**src/rtl/pc_sequencer.sv**
```systemverilog
// -----------------------------------------------------------------------------
// pc_sequencer
//
// Program-counter sequencer for a multi-cycle instruction pipeline. A five-state
// FSM (IDLE, FETCH, INC, RESOLVE, TARGET) steps the PC through fetch, PC+4,
// resolution of jump/branch/halt and an optional branch-target cycle. One
// 32-bit adder is shared: it forms pc+4 in INC and pc4+(offset<<2) in TARGET.
//
// Parameters
//   RESET_PC     PC loaded on reset and on start
//
// Ports
//   clk          clock, all state changes on its rising edge
//   rst          synchronous active-high reset
//   start        begin sequencing from RESET_PC (sampled only in IDLE)
//   instr_ready  instruction word at pc is available (sampled only in FETCH)
//   ex_done      execution resolved the current instruction (only in RESOLVE)
//   branch       conditional-branch instruction
//   zero         ALU zero flag
//   jump         unconditional jump
//   halt         stop after the current instruction
//   offset       sign-extended branch immediate (word offset)
//   jump_target  26-bit jump index
//   pc           registered program counter
//   fetch_req    fetch request at pc (high in FETCH)
//   busy         high in every state except IDLE
//   redirect     one-cycle pulse in the cycle a jump/branch target appears on pc
//   instr_count  retired-instruction counter (wraps modulo 2^32)
// -----------------------------------------------------------------------------
module pc_sequencer #(
    parameter logic [31:0] RESET_PC = 32'h0000_0000
) (
    input  logic        clk,
    input  logic        rst,
    input  logic        start,
    input  logic        instr_ready,
    input  logic        ex_done,
    input  logic        branch,
    input  logic        zero,
    input  logic        jump,
    input  logic        halt,
    input  logic [31:0] offset,
    input  logic [25:0] jump_target,
    output logic [31:0] pc,
    output logic        fetch_req,
    output logic        busy,
    output logic        redirect,
    output logic [31:0] instr_count
);

    typedef enum logic [2:0] {
        IDLE,
        FETCH,
        INC,
        RESOLVE,
        TARGET
    } state_t;

    state_t      state_q, state_d;
    logic [31:0] pc_q, pc_d;
    logic [31:0] pc4_q, pc4_d;
    logic [31:0] offset_q, offset_d;
    logic [31:0] count_q, count_d;
    logic        halt_q, halt_d;
    logic        redirect_q, redirect_d;

    // Shared adder. Only INC and TARGET consume the sum, so the operand
    // selection keys on TARGET and defaults to the pc+4 form elsewhere.
    logic [31:0] add_a;
    logic [31:0] add_b;
    logic [31:0] add_sum;

    always_comb begin
        add_a   = (state_q == TARGET) ? pc4_q : pc_q;
        add_b   = (state_q == TARGET) ? (offset_q << 2) : 32'd4;
        add_sum = add_a + add_b;
    end

    // Next-state and datapath update
    always_comb begin
        state_d    = state_q;
        pc_d       = pc_q;
        pc4_d      = pc4_q;
        offset_d   = offset_q;
        count_d    = count_q;
        halt_d     = halt_q;
        redirect_d = 1'b0;

        case (state_q)
            IDLE: begin
                if (start) begin
                    pc_d    = RESET_PC;
                    state_d = FETCH;
                end
            end

            FETCH: begin
                if (instr_ready) begin
                    state_d = INC;
                end
            end

            INC: begin
                pc4_d   = add_sum;
                state_d = RESOLVE;
            end

            RESOLVE: begin
                if (ex_done) begin
                    count_d = count_q + 32'd1;
                    // halt is only valid alongside ex_done; keep it for
                    // the TARGET cycle where the inputs are no longer valid.
                    halt_d  = halt;
                    if (jump) begin
                        pc_d       = {pc4_q[31:28], jump_target, 2'b00};
                        redirect_d = 1'b1;
                        state_d    = halt ? IDLE : FETCH;
                    end else if (branch && zero) begin
                        offset_d = offset;
                        state_d  = TARGET;
                    end else begin
                        pc_d    = pc4_q;
                        state_d = halt ? IDLE : FETCH;
                    end
                end
            end

            TARGET: begin
                pc_d       = add_sum;
                redirect_d = 1'b1;
                state_d    = halt_q ? IDLE : FETCH;
            end

            default: begin
                state_d = IDLE;
            end
        endcase
    end

    always_ff @(posedge clk) begin
        if (rst) begin
            state_q    <= IDLE;
            pc_q       <= RESET_PC;
            pc4_q      <= 32'd0;
            offset_q   <= 32'd0;
            count_q    <= 32'd0;
            halt_q     <= 1'b0;
            redirect_q <= 1'b0;
        end else begin
            state_q    <= state_d;
            pc_q       <= pc_d;
            pc4_q      <= pc4_d;
            offset_q   <= offset_d;
            count_q    <= count_d;
            halt_q     <= halt_d;
            redirect_q <= redirect_d;
        end
    end

    assign pc          = pc_q;
    assign fetch_req   = (state_q == FETCH);
    assign busy        = (state_q != IDLE);
    assign redirect    = redirect_q;
    assign instr_count = count_q;

endmodule

```
**config.mk**
```make
export PLATFORM = sky130hd
export DESIGN_NAME = pc_sequencer
export DESIGN_NICKNAME = d
export VERILOG_FILES = /design/src/rtl/pc_sequencer.sv
export SDC_FILE = /design/constraint.sdc
export NUM_CORES = 1
export LEC_CHECK = 0
export CAP_MARGIN = 0
export CORE_AREA = 2 2 128 105
export DETAILED_ROUTE_END_ITERATION = 16
export DIE_AREA = 0 0 130 107
export DONT_BUFFER_PORTS = 1
export PLACE_DENSITY = 0.9
export SYNTH_ARGS = -nofsm -noshare
export SYNTH_HDL_FRONTEND = slang
export SYNTH_SLANG_ARGS = --single-unit
```
**constraint.sdc**
```tcl
create_clock -name clk -period 5.15 [get_ports clk]
set_input_delay 1.03 -clock clk [delete_from_list [all_inputs] [get_ports clk]]
set_output_delay 1.03 -clock clk [all_outputs]
set_load 0.01 [all_outputs]
```
== Word-level counts from Yosys, hierarchy flattened ==
Index checks and enable logic that the tools add are counted.

* Register bits: 131
* Bits in latches: 0
* RAM bits: 0
* ROM bits: 0
* Output and inout bits: 67
* Memories kept: 0

* Add/subtract/negate cells: 2
* Multipliers: 0
* Divide/modulo/power cells: 0
* $lt $le $gt $ge: 0
* Equality and inequality tests: 8
* Shifts and indexed selects: 0
* Muxes and demuxes: 18
* Bitwise logic cells: 1
* Reductions and logical operators: 8

{| class="wikitable"
|+ Operators by type and width
! kind !! count
|-
| 32-bit two-way mux || 6
|-
| 32-bit case mux with 3 select lines || 1
|-
| 32-bit by 1-bit adder with 32-bit output (second input constant) || 1
|-
| 32-bit adder || 1
|-
| 3-bit two-way mux || 5
|-
| 3-bit case mux with 5 select lines || 1
|-
| 4-bit AND reduction || 2
|-
| 3-bit by 2-bit equality test with 1-bit output (second input constant) || 2
|-
| 2-bit inequality test (second input constant) || 3
|-
| 3-bit nonzero test || 2
|-
| 1-bit two-way mux || 4
|-
| 3-bit by 1-bit equality test with 1-bit output (second input constant) || 1
|-
| 3-bit equality test (second input constant) || 1
|-
| 3-bit logical NOT || 1
|-
| 3-bit inequality test (second input constant) || 1
|-
| 3-bit AND reduction || 1
|-
| 1-bit case mux with 2 select lines || 1
|-
| 2-bit AND reduction || 1
|-
| 1-bit logical AND || 1
|-
| 1-bit NOT || 1
|}

== Longest topological paths before layout ==
Gate-level depths: netlist of the first run.

* Depth after elaboration: 5
* Gate-level depth with buffers: 17
* Depth with buffers taken out: 14

== Worst setup path after synthesis of the first run ==
Ideal clock, no wire load.

* Path kind: register to register
* From: register state_q[1]
* To: register pc4_q[30]
* Library setup time: 122 ps
* Arrival: 3,598 ps
* Path slack: 1,430 ps
* Cell stages (with the launch flop): 18
* Path buffers: 3
* Period minus slack after synthesis: 3,720 ps
* Cells stage by stage: dfxtp_1 > buf_2 > nor2_1 > and2_0 > clkbuf_8 > clkbuf_1 > nand2_1 > nand2_1 > ha_1 > inv_1 > fa_1 > nand2b_1 > a211oi_1 > o31ai_2 > o221a_2 > o221ai_2 > a2111oi_1 > a311o_1

* Cells in the longest elaborated chain, start to end: 3
* Elaborated cells between the ends (all ways): 5
* Those cells by class: add/sub: 1; eq/ne: 2; mux: 2

{| class="wikitable"
|+ Ends and longest elaborated chain
! element !! line !! source
|-
| start: declaration || 59 || <nowiki>state_t state_q, state_d;</nowiki>
|-
| start signal: assignment || 150 || <nowiki>state_q <= state_d;</nowiki>
|-
| 3-bit equality test || 74, 75 ||
|-
| 32-bit two-way mux (on tied branches) || 74, 75 ||
|-
| 32-bit adder || 76 || <nowiki>add_sum = add_a + add_b;</nowiki>
|-
| end signal: assignment || 152 || <nowiki>pc4_q <= pc4_d;</nowiki>
|-
| end: declaration || 61 || <nowiki>logic [31:0] pc4_q, pc4_d;</nowiki>
|}

Several ways; a longest one is shown, not always the timed one.
A chain may end at the register's enable or synchronous reset.

== Worst setup path in the final report of the first run ==
* From: register state_q[2]
* To: register pc4_q[29]

Same word-level chain as after synthesis.

==> impl_metrics.py, run 1 <==
metrics = {
    "setup_path": {
        "worstSetupEndpointType": "flip-flop",
        "critPathCapture": "pc4_q[29]",
        "rr_startpoint": "state_q[2]",
        "crit_fanout": 41,
        "reg2regPathDepth": 12,
        "cp_data_arrival_time_ns": 4.72,
        "r2r-end": "pc4_q[29]",
        "crit_type": "reg -> reg",
        "required_ns": 5.46,
        "r2r_slack_ns": 0.74,
        "crit_start": "state_q[2]",
        "startpoint_type": "flip-flop",
    },
    "sta": {
        "hold_slack_ns": 0.447,
        "final-max-slew-violation-count": 0,
        "tightestPinTransition_ns": 1.11,
        "fin_crit_ns": 4.41,
        "rsz0062_at_grt": "no",
        "slew_headroom": 0.262,
        "worst_slack_ns": 0.740,
        "finalCritPeriodShare": 0.856,
        "fin_tns_setup_ns": 0,
        "setup_violations": 0,
        "finClkSkew_ns": 0.00942,
        "hold_viol": 0,
        "timing.fmax_ghz": 0.227,
    },
    "synth": {
        "ys.flop_type": "dfxtp_1",
        "syn_avg_cell_area_um2": 7.47,
        "synthCells": 1072,
        "synth_top_cell_by_area": "dfxtp_1",
        "syn_area_mm2": 0.00801,
        "synth-seq-cells": 131,
        "synth_top_area_frac": 0.327,
        "ys_warn_count": 0,
        "synthTopCellsByArea": "dfxtp_1, nand2_1, a21oi_1",
        "async_flop_share": 0,
        "synth-edff-count": 0,
        "synth_cell_type_count": 78,
        "yosysSeqAreaShare": 0.327,
        "syn_nets": 1170,
    },
    "worst_hold_path": {
        "hold_path.class": "reg -> reg",
    },
    "run_status": {
        "outcome": "finished, final reports clean",
    },
    "floorplanning": {
        "start_util": 0.634,
        "die_h_um": 107,
        "rows": 37,
        "io_pins": 134,
        "die_area_mm2": 0.0139,
        "core_area_mm2": 0.0126,
        "die_w_um": 130,
    },
    "route": {
        "first_iter_violations": 1069,
        "wirelength_um": 22600,
        "via_per_inst": 6.43,
        "wl_per_cell_um": 18.5,
        "ant_nets": 0,
        "drt-pass1-iter-count": 7,
        "num_vias": 7854,
        "drc": 0,
    },
    "clock_tree": {
        "numCtsBuffers": 17,
        "cts_tree": "done",
        "clk_pin_slew_worst_paths_ns": 0.06,
        "postCtsSetupBuffers": 0,
        "clk_path_buf_depth": 2,
        "ctsResizeCount": 0,
        "cts.sinks": 131,
        "cts_root_buffer": "clkbuf_16",
        "hold_buffers": 0,
        "cts_htree_levels": 4,
        "clock_latency_ns": 0.43,
    },
    "global_routing": {
        "antenna_found_initial": 0,
        "grt_max_degree": 110,
        "grt_overflow": 0,
        "grt_use_total": 0.329,
        "grt_pass1_vias": 7121,
        "grt_pass1_wl_um": 35900,
    },
    "layout": {
        "mostFrequentLayoutCell": "nand2_1",
        "fin_nets": 1131,
        "mostFrequentLayoutCells": "nand2_1, dfxtp_1, a21oi_1",
        "post-route-util": 0.678,
        "diodes": 0,
        "fill_cells": 1024,
        "area_growth_pct": 6.89,
        "drive_above_1_share": 0.0784,
        "fin_area_mm2": 0.00856,
    },
    "flow_run": {
        "drv_cap": 0,
    },
    "placed_design": {
        "port_buffers": 0,
        "place_area_mm2": 0.00802,
        "dp_slack_ns": 0.923,
        "hpwl_um": 15700,
        "gp_congestion": 1.03,
    },
    "power_and_ir_drop": {
        "ir_drop_mv": 0.308,
        "power_density_mw_per_mm2": 311,
        "p_leak_uw": 0.00346,
    },
}
==> cells in the mapped netlist, types with 3 or more instances <==
cell / n
o211ai_1: 4
mux2_2: 15
or2_2: 3
and3_1: 38
and2_1: 10
o21a_1: 6
a21o_1: 14
and4_1: 5
o22ai_1: 9
nor2b_1: 4
a311o_1: 6
o21ai_0: 53
xnor2_1: 17
a211o_1: 4
nand3_1: 33
a21oi_1: 103
inv_1: 19
nand4_1: 9
mux2i_1: 18
dfxtp_1: 131
nand2b_1: 9
clkbuf_1: 53
nor2_1: 81
or3_1: 13
a31oi_1: 15
buf_1: 5
buf_4: 4
xor2_1: 25
ha_1: 30
a221oi_1: 7
o21bai_1: 5
nor3_1: 22
o21ai_1: 3
buf_2: 5
a211oi_1: 8
nand2_1: 231
==> cell families after synthesis <==
| kind of cell | synth area share |
|---|---|
| AOI/OAI and AO/OA | 0.219 |
| xor gates and xnor gates | 0.0459 |
| adders and majority gates | 0.0493 |
| buffers and inverters | 0.0461 |
| DFF | 0.327 |
| muxes | 0.0436 |
| and+or+nand+nor | 0.269 |
==> area by class of cell <==
type                            instances  area [µm²]  area share
Timing Repair Buffer                   11        82.6     0.00964
Sequential cell                       131        2620       0.306
Clock buffer                           19         443      0.0517
Multi-Input combinational cell        853        5030       0.587
Tap cell                              175         219      0.0256
Clock inverter                         13        98.8      0.0115
Inverter                               19        71.3     0.00833
==> sequential cells by signal (all words and copies together), names as in the netlist <==
register,count
pc,32
pc4_q,32
halt_q,1
state_q,3
redirect,1
offset_q,30
instr_count,32
==> worst max-delay path, cell delays in order, from the launching register on <==
cell and delay [ns]:
dfxtp_1 1.01, and2_2 0.39, buf_4 0.39, nand2_1 0.09, nand2_1 0.07, ha_1 0.30
and2_1 0.21, a211oi_1 0.28, and4_1 0.24, o21ai_1 0.18, a41oi_1 0.63, nor2_1 0.15
a311o_1 0.34
==> report_power, final <==
group          internal [µW]  switching [µW]  leakage, µW
clock network            632             489     0.000261
registers               1060            69.8      0.00106
logic                    144             267      0.00214
==> layer usage <==
metal / GRT usage / vias to the layer above / share of wire
met1: 0.457 / 3584 / 0.42
met5: 0 / - / 0
met4: 0.128 / 0 / 0.030
li1: - / 3720 / -
met2: 0.473 / 480 / 0.42
met3: 0.106 / 70 / 0.13
==> how the worst min path moves through the flow <==
stage,startpoint,end,cells past startpoint
6_report,offset_q[26],offset_q[26],2
3_3_place_gp,offset_q[13],offset_q[13],2
5_1_grt,offset_q[19],offset_q[19],2
4_1_cts,offset_q[19],offset_q[19],2
2_1_floorplan,offset_q[0],offset_q[0],2
3_5_place_dp,offset_q[4],offset_q[4],2
==> stage by stage <==
step / power, µW / cells
2_1_floorplan: 1470 / 1072
3_3_place_gp: 1530 / 1189
3_5_place_dp: 1550 / 1189
4_1_cts: 2660 / 1221
5_1_grt: 2760 / 1221
6_report: 2660 / 1221
Power figures use the tool's default switching activity.
==> inputs of run 2 (changes only) <==
==> config.mk (replaced) <==
export PLATFORM = sky130hd
export DESIGN_NAME = pc_sequencer
export DESIGN_NICKNAME = d
export VERILOG_FILES = /design/src/rtl/pc_sequencer.sv
export SDC_FILE = /design/constraint.sdc
export NUM_CORES = 1
export LEC_CHECK = 0
export ABC_AREA = 1
export CAP_MARGIN = 0
export CORE_AREA = 2 2 131 108
export DETAILED_ROUTE_END_ITERATION = 16
export DIE_AREA = 0 0 133 110
export DONT_BUFFER_PORTS = 1
export PLACE_DENSITY_LB_ADDON = 0.12
export SYNTH_ARGS = -nofsm -noshare
export SYNTH_HDL_FRONTEND = slang
export SYNTH_SLANG_ARGS = --single-unit
==> impl_metrics.py, run 2 <==
metrics = {
    "synth": {
        "syn_nets": 1479,
        "synth_cell_type_count": 48,
        "synthTopCellsByArea": "dfxtp_1, nand2_1, inv_1",
        "syn_avg_cell_area_um2": 6.13,
        "yosysSeqAreaShare": 0.310,
        "synth-edff-count": 0,
        "synth-seq-cells": 131,
        "synth_top_area_frac": 0.310,
        "yosysMostFrequentCell": "nand2_1",
        "ys_warn_count": 0,
        "synthCells": 1381,
        "synth_common_cells": "nand2_1, inv_1, a21oi_1",
        "synth_top_cell_by_area": "dfxtp_1",
        "async_flop_share": 0,
        "syn_area_mm2": 0.00846,
        "ys.flop_type": "dfxtp_1",
    },
    "sta": {
        "timing.fmax_ghz": 0.294,
        "finClkSkew_ns": 0.0106,
        "worst_slack_ns": 1.74,
        "fin_tns_setup_ns": 0,
        "fin_crit_ns": 3.41,
        "slew_headroom": 0.429,
        "rsz0062_at_grt": "no",
        "tightestPinTransition_ns": 0.855,
        "setup_violations": 0,
        "final-max-slew-violation-count": 0,
        "finalCritPeriodShare": 0.661,
        "hold_viol": 0,
    },
    "clock_tree": {
        "clk_path_buf_depth": 2,
        "cts_root_buffer": "clkbuf_16",
        "hold_buffers": 0,
        "ctsResizeCount": 0,
        "numCtsBuffers": 17,
        "clk_pin_slew_worst_paths_ns": 0.06,
        "cts_htree_levels": 4,
        "postCtsSetupBuffers": 0,
        "cts_tree": "done",
        "cts.sinks": 131,
        "clock_latency_ns": 0.43,
    },
    "floorplanning": {
        "die_h_um": 110,
        "core_area_mm2": 0.0133,
        "start_util": 0.638,
        "io_pins": 134,
        "die_w_um": 133,
        "die_area_mm2": 0.0146,
        "rows": 38,
    },
    "run_status": {
        "outcome": "finished, final reports clean",
    },
    "power_and_ir_drop": {
        "ir_drop_mv": 0.254,
        "p_total_uw": 2990,
        "p_leak_uw": 0.00417,
        "power_density_mw_per_mm2": 329,
    },
    "route": {
        "via_per_inst": 5.49,
        "drc": 0,
        "drt-pass1-iter-count": 6,
        "wl_per_cell_um": 15.3,
        "ant_nets": 0,
        "num_vias": 8498,
        "wirelength_um": 23800,
        "first_iter_violations": 1062,
    },
    "placed_design": {
        "dp_cells": 1516,
        "hpwl_um": 16900,
        "port_buffers": 0,
        "gp_congestion": 1.03,
        "dp_slack_ns": 1.85,
    },
    "global_routing": {
        "grt_pass1_vias": 7445,
        "grt_pass1_wl_um": 37600,
        "grt_overflow": 0,
        "globalRouteMet2Util": 0.507,
        "antenna_found_initial": 0,
        "grt_use_total": 0.326,
        "met1_usage": 0.454,
        "top_usage_layer": "met2",
        "grt_max_degree": 48,
        "gr-usage-met3": 0.0850,
    },
    "flow_run": {
        "drv_cap": 0,
    },
    "setup_path": {
        "r2r_slack_ns": 1.74,
        "worstSetupEndpointType": "flip-flop",
        "cp_data_arrival_time_ns": 3.73,
        "startpoint_type": "flip-flop",
        "crit_type": "reg -> reg",
        "critPathCapture": "pc4_q[14]",
        "crit_fanout": 32,
        "rr_startpoint": "state_q[0]",
        "reg2regPathDepth": 16,
        "required_ns": 5.47,
        "r2r-end": "pc4_q[14]",
        "crit_start": "state_q[0]",
    },
    "layout": {
        "fin_cells": 1548,
        "mostFrequentLayoutCells": "nand2_1, inv_1, a21oi_1",
        "fill_cells": 1207,
        "diodes": 0,
        "fin_nets": 1453,
        "mostFrequentLayoutCell": "nand2_1",
        "area_growth_pct": 7.29,
        "drive_above_1_share": 0.0497,
    },
    "worst_hold_path": {
        "hold_path.class": "reg -> reg",
        "hold_path_depth": 2,
    },
}
-- run 2: metal layers --
metal,up-vias,wire length (µm)
met5,-,0
met4,0,291
met3,28,2400
met2,381,10300
met1,3757,10800
li1,4332,-
-- run 2: area by class of cell --
cell class	count	area (µm²)	area share
Multi-Input combinational cell	971	4760	0.525
Inverter	226	848	0.0935
Tap cell	180	225	0.0248
Sequential cell	131	2620	0.289
Clock buffer	18	429	0.0473
Clock inverter	14	128	0.0141
Timing Repair Buffer	8	60.1	0.00662
-- run 2: worst max-delay path, cell delays in order (launching register included) --
cell and delay (ns):
dfxtp_1 0.42, inv_1 0.08, nand2_1 0.14, nor2_2 0.06, inv_2 0.37, buf_4 0.40
o21ai_0 0.14, ha_1 0.36, nand2_1 0.13, inv_1 0.06, a21oi_1 0.23, nand3_1 0.25
or2_2 0.35, nand2_1 0.06, nand2_1 0.06, o211ai_1 0.11, inv_1 0.05
-- run 2: kinds of logic (layout without fill, tap and decap cells) --
family / count (synthesis) / count (layout) / share of synthesized area
XOR/XNOR: 20 / 20 / 0.0207
flip-flops: 131 / 131 / 0.310
buffers and inverters: 279 / 266 / 0.127
AND/OR/NAND/NOR: 606 / 606 / 0.300
AO/OA/AOI/OAI: 314 / 314 / 0.196
adder cells (fa/ha/maj): 31 / 31 / 0.0467
-- run 2: how the worst min path moves through the flow --
stage / endpoint / startpoint / slack [ns]
6_report: offset_q[22] / offset_q[22] / 0.46
4_1_cts: offset_q[5] / offset_q[5] / 0.46
3_3_place_gp: offset_q[5] / offset_q[5] / 0.44
3_5_place_dp: offset_q[15] / offset_q[15] / 0.45
2_1_floorplan: offset_q[0] / offset_q[0] / 0.43
5_1_grt: offset_q[14] / offset_q[14] / 0.48
-- run 2: report_power, final --
group          switching (µW)  total [µW]  internal, µW
clock network             501        1170           668
logic                     397         600           203
registers                 107        1220          1110
-- run 2: through the flow --
stage               utilization  area, µm²  hold WS (ns)
floorplan                     -       8460         0.430
global placement          0.642       8520         0.442
detailed placement        0.642       8520         0.448
CTS                       0.684       9080         0.458
global route              0.684       9080         0.483
finish                    0.684       9080         0.458
